**src/rtl/tt_ctrl_seq.sv**
```systemverilog
// Select-interface sequencer for the mux controller: disables the active design, walks the
// controller's ripple counter (reset and/or inc pulses) to a target address, then re-enables.
module tt_ctrl_seq #(
  parameter int ADDR_W     = 10,
  parameter int PULSE_W    = 2,
  parameter int RST_W      = 2,
  parameter int SETTLE     = 4,
  parameter int ALLOW_INCR = 1
) (
  input  logic              clk,
  input  logic              rst,
  input  logic              req_valid,
  output logic              req_ready,
  input  logic [ADDR_W-1:0] req_addr,
  input  logic              req_ena,
  output logic              done,
  output logic              busy,
  output logic [ADDR_W-1:0] cur_addr,
  output logic              ctrl_sel_rst_n,
  output logic              ctrl_sel_inc,
  output logic              ctrl_ena,
  output logic [2:0]        state_dbg
);

  localparam int TMAX = (PULSE_W > RST_W) ? ((PULSE_W > SETTLE) ? PULSE_W : SETTLE)
                                          : ((RST_W > SETTLE) ? RST_W : SETTLE);
  localparam int CW   = (TMAX < 2) ? 1 : $clog2(TMAX);

  localparam logic [CW-1:0] SETTLE_LD = CW'(SETTLE - 1);
  localparam logic [CW-1:0] RST_LD    = CW'(RST_W - 1);
  localparam logic [CW-1:0] PULSE_LD  = CW'(PULSE_W - 1);

  typedef enum logic [2:0] {
    S_IDLE    = 3'd0,
    S_DISABLE = 3'd1,
    S_RESET   = 3'd2,
    S_RECOVER = 3'd3,
    S_INC_HI  = 3'd4,
    S_INC_LO  = 3'd5,
    S_SETTLE  = 3'd6
  } state_t;

  state_t            state;
  logic [CW-1:0]     tcnt;
  logic [ADDR_W-1:0] pulses;
  logic              full_mode;
  logic              ena_q;
  logic              shadow_ok;
  logic              incr_ok;

  // The shadow is trusted for the incremental path only once a full reset sequence has
  // been driven to the controller, so the first request after rst always resets.
  assign incr_ok   = (ALLOW_INCR != 0) && shadow_ok && (req_addr >= cur_addr);
  assign busy      = ~req_ready;
  assign state_dbg = state;

  always_ff @(posedge clk or posedge rst) begin
    if (rst) begin
      state          <= S_IDLE;
      tcnt           <= '0;
      pulses         <= '0;
      full_mode      <= 1'b0;
      ena_q          <= 1'b0;
      shadow_ok      <= 1'b0;
      req_ready      <= 1'b0;
      done           <= 1'b0;
      cur_addr       <= '0;
      ctrl_sel_rst_n <= 1'b0;
      ctrl_sel_inc   <= 1'b0;
      ctrl_ena       <= 1'b0;
    end else begin
      done <= 1'b0;
      case (state)
        S_IDLE: begin
          ctrl_sel_rst_n <= 1'b1;
          if (req_valid && req_ready) begin
            req_ready <= 1'b0;
            ctrl_ena  <= 1'b0;
            ena_q     <= req_ena;
            tcnt      <= SETTLE_LD;
            state     <= S_DISABLE;
            if (incr_ok) begin
              full_mode <= 1'b0;
              pulses    <= req_addr - cur_addr;
            end else begin
              full_mode <= 1'b1;
              pulses    <= req_addr;
            end
          end else begin
            req_ready <= 1'b1;
          end
        end
        S_DISABLE: begin
          if (tcnt != '0) begin
            tcnt <= tcnt - 1'b1;
          end else if (full_mode) begin
            state          <= S_RESET;
            ctrl_sel_rst_n <= 1'b0;
            cur_addr       <= '0;
            shadow_ok      <= 1'b1;
            tcnt           <= RST_LD;
          end else if (pulses != '0) begin
            state        <= S_INC_HI;
            ctrl_sel_inc <= 1'b1;
            cur_addr     <= cur_addr + 1'b1;
            pulses       <= pulses - 1'b1;
            tcnt         <= PULSE_LD;
          end else begin
            state <= S_SETTLE;
            tcnt  <= SETTLE_LD;
          end
        end
        S_RESET: begin
          if (tcnt != '0) begin
            tcnt <= tcnt - 1'b1;
          end else begin
            state          <= S_RECOVER;
            ctrl_sel_rst_n <= 1'b1;
            tcnt           <= RST_LD;
          end
        end
        S_RECOVER: begin
          if (tcnt != '0) begin
            tcnt <= tcnt - 1'b1;
          end else if (pulses != '0) begin
            state        <= S_INC_HI;
            ctrl_sel_inc <= 1'b1;
            cur_addr     <= cur_addr + 1'b1;
            pulses       <= pulses - 1'b1;
            tcnt         <= PULSE_LD;
          end else begin
            state <= S_SETTLE;
            tcnt  <= SETTLE_LD;
          end
        end
        S_INC_HI: begin
          if (tcnt != '0) begin
            tcnt <= tcnt - 1'b1;
          end else begin
            state        <= S_INC_LO;
            ctrl_sel_inc <= 1'b0;
            tcnt         <= PULSE_LD;
          end
        end
        S_INC_LO: begin
          if (tcnt != '0) begin
            tcnt <= tcnt - 1'b1;
          end else if (pulses != '0) begin
            state        <= S_INC_HI;
            ctrl_sel_inc <= 1'b1;
            cur_addr     <= cur_addr + 1'b1;
            pulses       <= pulses - 1'b1;
            tcnt         <= PULSE_LD;
          end else begin
            state <= S_SETTLE;
            tcnt  <= SETTLE_LD;
          end
        end
        S_SETTLE: begin
          if (tcnt != '0) begin
            tcnt <= tcnt - 1'b1;
          end else begin
            state     <= S_IDLE;
            ctrl_ena  <= ena_q;
            done      <= 1'b1;
            req_ready <= 1'b1;
          end
        end
        default: state <= S_IDLE;
      endcase
    end
  end

endmodule

```
**config.mk**
```make
export PLATFORM = sky130hd
export DESIGN_NAME = tt_ctrl_seq
export DESIGN_NICKNAME = d
export VERILOG_FILES = /design/src/rtl/tt_ctrl_seq.sv
export SDC_FILE = /design/constraint.sdc
export NUM_CORES = 1
export LEC_CHECK = 0
export CAP_MARGIN = 20
export CORE_ASPECT_RATIO = 0.6
export CORE_MARGIN = 3
export CORE_UTILIZATION = 25
export CTS_CLUSTER_DIAMETER = 200
export DETAILED_ROUTE_END_ITERATION = 8
export SETUP_SLACK_MARGIN = 0.2
export SYNTH_ARGS = -nofsm -noshare
export SYNTH_HDL_FRONTEND = slang
export SYNTH_SLANG_ARGS = --single-unit
export TNS_END_PERCENT = 50
```
**constraint.sdc**
```tcl
create_clock -name clk -period 3.6 [get_ports clk]
set_clock_uncertainty 0.2 [all_clocks]
set_input_delay 0.54 -clock clk [delete_from_list [all_inputs] [get_ports clk]]
set_output_delay 0.54 -clock clk [all_outputs]
set_load 0.005 [all_outputs]
```
; Word level (Yosys, flattened, before mapping)
; Cells that the tools add are included.
[word_totals]
regBits = 33
latch_bits = 0
ramBits = 0
mem_bits_ro = 0
input_bits = 14
output_inout_bits = 19
n_memories = 0
[classes]
add_sub_neg = 4
multipliers = 0
div = 0
n_lt_le_gt_ge = 1
eq_ne = 15
shift = 0
muxes = 47
bitwise = 2
n_reduce_logical = 23
[op_table]
columns = op, count
row1 = $mux W10, 10
row2 = $pmux W10 S3, 1
row3 = $mux W3, 7
row4 = $pmux W10 S2, 1
row5 = $ne A2 B2 Y1 const B, 9
row6 = $pmux W3 S6, 1
row7 = $mux W2, 8
row8 = $mux W1, 14
row9 = $reduce_and A3 Y1, 4
row10 = $add A10 B1 Y10 const B, 1
row11 = $ge A10 B10 Y1, 1
row12 = $pmux W2 S5, 1
row13 = $reduce_and A5 Y1, 2
row14 = $reduce_bool A10 Y1, 1
row15 = $sub A10 B1 Y10 const B, 1
row16 = $sub A10 B10 Y10, 1
row17 = $eq A3 B3 Y1 const B, 3
row18 = $reduce_bool A3 Y1, 3
row19 = $eq A3 B2 Y1 const B, 2
row20 = $pmux W1 S3, 2
row21 = $reduce_and A6 Y1, 1
row22 = $reduce_bool A2 Y1, 3
row23 = $reduce_bool A5 Y1, 1
row24 = $pmux W1 S2, 2
row25 = other kinds (8), 12

; Longest topological paths before layout
[depth]
ltp_word = 5
ltp_mapped = 10

; Worst setup path after synthesis
; Ideal clock, no wire load.
[synth_path]
kind = input-to-reg
startpoint = input req_addr[0]
endpoint = register pulses[1]
setup_ns = 0.126
arrival_time_ns = 2.406
t_required_ns = 3.274
setup_slack_ns = 0.868
path_stages = 10
path_cell_list = inv_1 -> ha_1 -> fa_1 -> nand2b_1 -> a21oi_1 -> o21ai_1 -> a21oi_1 -> buf_2 -> mux2i_1 -> a221o_1
[synth_via]
elab_chain_cells = 5
[synth_rtl]
columns = item, line
row1 = start: declaration, 14  ; input logic [ADDR_W-1:0] req_addr,
row2 = $ge A10 B10 Y1, 53  ; assign incr_ok = (ALLOW_INCR != 0) && shadow_ok && (req_addr >= cur_addr);
row3 = $logic_and A1 B1 Y1, 53
row4 = $mux W10 *, 82  ; if (incr_ok) begin
row5 = $mux W10 *, 76  ; if (req_valid && req_ready) begin
row6 = $pmux W10 S3 *, 73  ; case (state)
row7 = end signal: assignment, 84  ; pulses <= req_addr - cur_addr;
row8 = end signal: assignment, 87  ; pulses <= req_addr;
row9 = end signal: assignment, 106  ; pulses <= pulses - 1'b1;
row10 = end: declaration, 45  ; logic [ADDR_W-1:0] pulses;
; Every way passes the cells marked *; elsewhere a longest branch is shown, timed or not. The select of a mux whose other input is x is not followed.
; A chain may end at the register's enable or synchronous reset.

; Worst setup path in the final report
; Same ends and word-level chain as after synthesis.

==> reports/results.txt <==
Status: finished, final reports clean
Top FF cell, synth: dfrtp_1
Critical Path Max Stage Delay: 0.45 ns
Slowest cell on crit path: clkdlybuf4s50_1
CP Cell Sequence: clkdlybuf4s50_1 > inv_1 > ha_1 > fa_1 > nand2b_1 > a21oi_1 > o21ai_1 > a21oi_1 > buf_4 > mux2i_1 > a221o_1
Gr usage total: 13.5%
R2R Setup Slk: 0.72 ns
Crit-path max FO: 11
Avg Cell Area, Syn: 8.08 µm²
TritonCTS clock tree: built
Final hold slack: 0.272 ns
Initial Util: 26.6%
Most frequent cells in the layout: 33 x dfrtp_1, 32 x nor2_1, 32 x clkdlybuf4s50_1
Layout cells sized above 1: 7.47%
Critical path class: input port to register
Post-synth ARST share: 100%
Gates resized, CTS repair: 0
Setup_tns: 0 ns
Root Driver: clkbuf_16
Post-synth EDFFs: 0
Power density over the cells: 749 mW/mm²
Synth warn: 0
Detailed-route via count: 2444
Largest net degree at the start of global routing: 34
Detailed Place HPWL: 5.67 mm
Met2 usage: 17.5%
Fill cells: 1014
Hold Path Sink: shadow_ok
Initial antenna violation count: 0
WL per Instance: 15.4 µm
Reg-to-Reg End: cur_addr[5]
First-pass GRT wire length: 12.3 mm
WL final: 7.38 mm
GRT busiest layer: met1
Worst Setup Start Kind: input port
Global routing usage on met1: 22.1%
NumNets Final: 376
Number of CTS-inserted buffers: 5
R2R cell count: 8
Inserted Diodes: 0
Hold Path Depth: 1
Worst path required time: 3.55 ns
Crit-path leading delay family: compound AO/OA/AOI/OAI gates
Max-slew headroom: 50.0%
Leakage Power: 1.29 nW
Net Count, Synth: 340
Worst min path class: register to register
I/O pin count: 33
Register area: 826 µm²
Initial DRC count: 224
Max Cap Viol: 0
Part of the Yosys area used for sequential elements: 32.9%
Drt via density: 5.11
# DRC: 0
Util after Layout: 33.7%
Fmax: 320 MHz
TritonRoute pass-1 iters: 4
Site Rows: 27
Peak supply drop: 282 µV
Multi-input logic area: 0.00155 mm²
Final setup viols: 0
Synthesized instance count: 311
GP Congestion: 0.911
RSZ-0062 raised after global routing: false
CP Capture Type: register
Syn Std Cell Area: 0.00251 mm²
Vias in the first global route: 2336
H-tree depth: 2
Fin crit share: 86.7%
Clk_lat worst skew: 0.28 ns
Clock sinks: 33
Total gr overflow: 0
Most common cell after layout, fill and taps aside: dfrtp_1
Die area: 0.0113 mm²
Final Hold Viols: 0
Hold Startpoint: shadow_ok
Pins Over Slew Limit: 0
Seq cells post-synth: 33
Buffer and inverter count on the worst path: 3
Hold-fix buffers, CTS: 0
Clock slew at reported path FFs: 0.06 ns
Die span in y: 83.7 µm
Slew of the pin with the lowest slew margin: 0.747 ns
Area grow syn2layout: 26.9%
# port buffers: 32
Most used cell along the critical path: a21oi_1
Critical R2R Launch: pulses[0]
Synth cell types: 55
Final ANT Viol Nets: 0
Clk buf depth: 2
Post-CTS Setup Inserts: 0
Overall die width: 135 µm
WP data arrival: 3.07 ns
GR met3 Demand/Resource: 3.55%
Core Area: 0.00946 mm²
Min cycle time layout: 3.12 ns
==> routing by layer <==
layer,routed length (µm),up-vias,share of wire [%]
met3,593,2,8.0
li1,-,1192,-
met4,14,0,0.19
met1,3950,1151,54
met2,2810,99,38
met5,0,-,0
==> cell families (layout without fill, tap and decap cells) <==
kind of cell	after synthesis	count (layout)	synth area share [%]
xor gates and xnor gates	14	14	4.88
muxes	9	9	3.63
AOI/OAI and AO/OA	85	85	21.1
DFF	33	33	32.9
buffers and inverters	35	72	5.33
and+or+nand+nor	120	120	24.5
adders and majority gates	15	15	7.77
==> synth_stat cells, drive strengths merged (3+ instances only) <==
library cell  instances  area (µm²)
buf                   4        17.5
dfrtp                33         826
and3                  4        25.0
ha                   14         175
clkbuf                7        26.3
nor2                 33         126
nor3                 12        65.1
mux2i                 8        80.1
xor2                  3        26.3
inv                  24        90.1
a21oi                24         124
nand3b                3        22.5
nand2                28         105
nand3                13        65.1
xnor2                11        96.3
o21ai                27         135
nor2b                 3        18.8
nor4                  5        52.6
nand4                 6        37.5
or3                   3        18.8
o211ai                7        52.6
==> flip-flops by register name, summed over array words and instances (netlist names), 2 cells and up <==
name and count:
pulses 10, state_dbg 3, cur_addr 10, tcnt 2
==> metrics by stage <==
step,cells,area [µm²],power (mW),worst slack (ns)
2_1_floorplan,311,2510,1.45,0.868
5_1_grt,478,3190,2.58,0.286
3_3_place_gp,470,3010,1.83,0.249
3_5_place_dp,470,3010,1.85,0.181
4_1_cts,478,3190,2.39,0.477
6_report,478,3190,2.39,0.479
==> how the worst max path moves through the flow <==
stage | from | cells after the start | endpoint
floorplan | req_addr[0] | 10 | pulses[1]
global placement | req_addr[0] | 11 | pulses[5]
detailed placement | req_addr[0] | 11 | pulses[5]
CTS | req_addr[0] | 11 | pulses[5]
global route | req_addr[0] | 11 | pulses[5]
finish | req_addr[0] | 11 | pulses[1]
==> worst reg2reg max path, cell delays in order, from the launching register on <==
cell and delay [ns]:
dfrtp_1 0.44, inv_1 0.09, ha_1 0.25, or4b_1 0.61, nor4_4 0.58, nor3_2 0.17
and3_1 0.23, xnor2_1 0.12, nor2_1 0.05
==> final cells by class <==
class	count	share of cell area, %
sequential	33	25.9
timing repair buffer	40	11.9
clock buffer	6	4.35
clock inverter	2	1.18
inverter	24	2.82
multi-input combinational	243	48.7
tap	130	5.10
==> report_power, final <==
part	internal (mW)	switching, mW	leakage (nW)
Sequential	0.510	0.187	0.414
Clock	0.345	0.170	0.0831
Combinational	0.517	0.659	0.792
Total	1.37	1.02	1.29
No activity file was read; power rests on OpenSTA's default activity.
